File: src/rtl/interval_timer_arbiter.sv
// interval_timer_arbiter
//
// Shares one WIDTH-bit interval counter between two requesters. A requester
// raises its req and presents a length; when the counter is free the block
// grants it (round-robin on ties), latches the length, counts 0..len, then
// pulses the owner's done for one cycle and returns to IDLE. Dropping the
// owner's req while the counter runs aborts the interval without a done.
//
// Ports:
//   clk            rising-edge clock
//   reset          synchronous, active-high reset
//   req0 / req1    interval requests, held until done or abort
//   len0 / len1    interval lengths, sampled only at the grant edge
//   gnt0 / gnt1    registered ownership flags (never both high)
//   done0 / done1  registered one-cycle completion pulses
//   count          registered counter value
//   busy           registered, high whenever the block is not IDLE

module interval_timer_arbiter #(
   parameter int WIDTH = 8
) (
   input  logic             clk,
   input  logic             reset,
   input  logic             req0,
   input  logic [WIDTH-1:0] len0,
   input  logic             req1,
   input  logic [WIDTH-1:0] len1,
   output logic             gnt0,
   output logic             gnt1,
   output logic             done0,
   output logic             done1,
   output logic [WIDTH-1:0] count,
   output logic             busy
);

   typedef enum logic [1:0] {
      IDLE = 2'd0,
      RUN  = 2'd1,
      DONE = 2'd2
   } state_t;

   state_t           state_q, state_d;
   logic [WIDTH-1:0] count_q, count_d;
   logic [WIDTH-1:0] len_q, len_d;
   logic             last_q, last_d;
   logic             owner_q, owner_d;
   logic             gnt0_q, gnt0_d;
   logic             gnt1_q, gnt1_d;
   logic             done0_q, done0_d;
   logic             done1_q, done1_d;
   logic             busy_q, busy_d;

   logic             owner_req;
   logic             winner;

   // The owner's request decides between continuing and aborting.
   assign owner_req = owner_q ? req1 : req0;

   // Arbitration: a lone requester wins; on a tie the one that did not go
   // last wins. With only req0 high, req1 is 0 and selects requester 0.
   assign winner = (req0 && req1) ? ~last_q : req1;

   // Next-state and next-output computation. All outputs are derived here
   // for the upcoming cycle so that every port is driven from a flop.
   always_comb begin
      state_d = state_q;
      count_d = count_q;
      len_d   = len_q;
      last_d  = last_q;
      owner_d = owner_q;
      gnt0_d  = gnt0_q;
      gnt1_d  = gnt1_q;
      done0_d = 1'b0;
      done1_d = 1'b0;

      case (state_q)
         IDLE: begin
            count_d = '0;
            gnt0_d  = 1'b0;
            gnt1_d  = 1'b0;
            if (req0 || req1) begin
               state_d = RUN;
               owner_d = winner;
               last_d  = winner;
               len_d   = winner ? len1 : len0;
               gnt0_d  = ~winner;
               gnt1_d  = winner;
            end
         end

         RUN: begin
            // Abort takes priority over reaching the end of the interval.
            if (!owner_req) begin
               state_d = IDLE;
               count_d = '0;
               gnt0_d  = 1'b0;
               gnt1_d  = 1'b0;
            end else if (count_q == len_q) begin
               state_d = DONE;
               done0_d = ~owner_q;
               done1_d = owner_q;
            end else begin
               count_d = count_q + 1'b1;
            end
         end

         DONE: begin
            state_d = IDLE;
            count_d = '0;
            gnt0_d  = 1'b0;
            gnt1_d  = 1'b0;
         end

         default: begin
            state_d = IDLE;
            count_d = '0;
            gnt0_d  = 1'b0;
            gnt1_d  = 1'b0;
         end
      endcase

      busy_d = (state_d != IDLE);
   end

   // State and output registers. Reset leaves last pointing at requester 1
   // so that requester 0 wins the first tie.
   always_ff @(posedge clk) begin
      if (reset) begin
         state_q <= IDLE;
         count_q <= '0;
         len_q   <= '0;
         last_q  <= 1'b1;
         owner_q <= 1'b0;
         gnt0_q  <= 1'b0;
         gnt1_q  <= 1'b0;
         done0_q <= 1'b0;
         done1_q <= 1'b0;
         busy_q  <= 1'b0;
      end else begin
         state_q <= state_d;
         count_q <= count_d;
         len_q   <= len_d;
         last_q  <= last_d;
         owner_q <= owner_d;
         gnt0_q  <= gnt0_d;
         gnt1_q  <= gnt1_d;
         done0_q <= done0_d;
         done1_q <= done1_d;
         busy_q  <= busy_d;
      end
   end

   assign gnt0  = gnt0_q;
   assign gnt1  = gnt1_q;
   assign done0 = done0_q;
   assign done1 = done1_q;
   assign count = count_q;
   assign busy  = busy_q;

endmodule

File: config.mk
export PLATFORM = sky130hd
export DESIGN_NAME = interval_timer_arbiter
export DESIGN_NICKNAME = d
export VERILOG_FILES = /design/src/rtl/interval_timer_arbiter.sv
export SDC_FILE = /design/constraint.sdc
export NUM_CORES = 1
export LEC_CHECK = 0
export CORE_MARGIN = 1.5
export CORE_UTILIZATION = 40
export CTS_BUF_LIST = sky130_fd_sc_hd__clkbuf_4 sky130_fd_sc_hd__clkbuf_8
export DETAILED_ROUTE_END_ITERATION = 7
export MAX_ROUTING_LAYER = met4
export PLACE_DENSITY = 0.69
export SYNTH_ARGS = -nofsm -noshare
export SYNTH_HDL_FRONTEND = slang
export SYNTH_SLANG_ARGS = --single-unit
File: constraint.sdc
create_clock -name clk -period 2 [get_ports clk]
set_clock_uncertainty 0.2 [all_clocks]
set_input_delay 0.2 -clock clk [delete_from_list [all_inputs] [get_ports clk]]
set_output_delay 0.2 -clock clk [all_outputs]
set_load 0.01 [all_outputs]
==> metrics.txt <==
final worst path period need 1800 ps; mean area per synthesized cell 8.97 sq um; Pre-antenna DRT Iters 4; post-DP HPWL 1940 microns; Syn Nets 147; starting density of the core 41.7%; Worst Path Max Fanout 6; number of library cell types mapped by synthesis 25; CTS Hold Bufs 0; I/O Pins 33; nets 188; Peak Freq 555 MHz; Routed Antenna Nets 0; Reg clk slew, reported paths 140 ps; Yosys Warn Count 0; GP Congestion 0.752; CTS root buf clkbuf_4; CTS tree built; Final Max Slew Viols 0; GRT Total Usage 16.9%; final setup fails 0; die height 56.1 microns; Resized Gates After CTS 0; ys flop type dfxtp_1; Setup crit start kind flip-flop; Pleak 0.618 nW; chip width 56.1 microns; total core area 0.00271 sq mm; DR WL/cell 12.3 microns; total global routing overflow 0; final period utilization 90.1%; vias in the first global route 966; via count 984; Seq cells post-synth 25; global-route wire length before repair 4030 microns; worst rel slew slack 76.3%; Layout Area Growth over Synthesis 38.5%; outcome finished, final reports clean; Synth async-reset ratio 0%; Hold/Removal Path Class flip-flop to flip-flop; measured slew at the worst slew-check pin 353 ps; final WL 2420 microns; Synth Instances 126; Final Hold Viols 0; ant diodes 0; total CTS buffers 3; total setup buffers inserted after CTS 0; unrepaired setup endpoints after global routing false; PD cells 637 mW/mm^2; Max Cap Violations 0; initial antenna violation count 0; clock sinks 25; Total Die Area 0.00315 sq mm; Initial DRC Count 21; Critical Path RT 1600 ps; CTS H-Tree Depth 1; DR vias/cell 4.99; share of layout cells above drive strength 1 9.64%; pin count of the biggest net entering global routing 19; hold slack 273 ps; row count 19; arrival time at the worst endpoint 1400 ps; # DRC 0; IO buf count 32; sequential share of the synthesized area 44.3%; Skew-Pair Late Insertion Delay 330 ps; Peak VDD IR 371 uV; EDFF count, synth 0; synthesized area 0.00113 sq mm; clock tree buffer depth 2; WS Path Type flip-flop to output port; setup_tns 0 ps; Crit. End Element output port
## flip-flops by register name, indices dropped and copies added, names as in the netlist
name and count:
done1 1, busy 1, gnt1 1, owner_q 1
state_q 2, count 8, last_q 1, gnt0 1
done0 1, len_q 8
## per-stage QoR
step | utilization [%] | instance area [sq um] | std cells | setup slack, ps | power [mW]
2_1_floorplan | - | 1130 | 126 | 221 | 0.684
3_3_place_gp | 56.6 | 1540 | 193 | 223 | 0.774
3_5_place_dp | 56.6 | 1540 | 193 | 114 | 0.783
4_1_cts | 57.8 | 1570 | 197 | 187 | 1.01
5_1_grt | 57.8 | 1570 | 197 | 114 | 1.06
6_report | 57.8 | 1570 | 197 | 199 | 0.997
## cell families (layout without fill, tap and decap cells)
logic type	count (synthesis)	count (layout)	share of synthesized area (%)
AO/OA/AOI/OAI	23	23	12.8
XOR/XNOR	14	14	10.9
adder cells (fa/ha/maj)	1	1	1.11
buffers and inverters	6	46	2.21
flip-flops	25	25	44.3
multiplexers	10	10	8.97
AND/OR/NAND/NOR	47	47	19.7
## area by class of cell
cell class,instances,area [sq um]
fill,258,1140
multi-input combinational,95,604
sequential,25,500
timing repair buffer,41,388
tap,31,38.8
clock buffer,3,22.5
clock inverter,1,7.51
inverter,1,3.75
## worst max-delay path: stages, from the launching register on
cell	delay, ps
dfxtp_1	390
buf_4	160
clkdlybuf4s50_1	530
## power breakdown
group | switching (mW) | internal, mW
combinational | 0.103 | 0.117
clock | 0.150 | 0.0766
sequential | 0.0207 | 0.530
## layout by cell type, fill, tap and decap left out, types with 6 or more instances in the layout
cell type	count
clkdlybuf4s50_1	32
a211oi_1	9
buf_4	9
mux2i_1	9
xnor2_1	6
nand2_1	11
nor2_1	21
dfxtp_1	25
a21oi_1	9
xor2_1	8
## cell usage after synthesis, types with 3 or more instances
library cell  instances  area share [%]
nand3_1               3             1.3
a211oi_1              9             6.0
a21oi_1               9             4.0
xor2_1                8             6.2
nand2_1              11             3.7
nor2_1               21             7.0
xnor2_1               6             4.7
dfxtp_1              25              44
mux2i_1               9             8.0
and3_1                3             1.7
## path summary, 6_finish.rpt
path | from | to | slack (ps) | cells after the start
max | count[2] | count[2] | 200 | 2
min | gnt1 | gnt1 | 270 | 2
max reg2reg | count[4] | count[5] | 250 | 6
min reg2reg | gnt1 | gnt1 | 270 | 2
## per-layer routing
metal	vias up	track usage (%)	wire length, microns
met5	-	-	0
met4	0	8.16	52
met3	6	3.49	135
met2	38	28.2	1150
met1	429	19.3	1080
li1	511	-	-
Note: power is estimated with default switching activity, not from simulation.
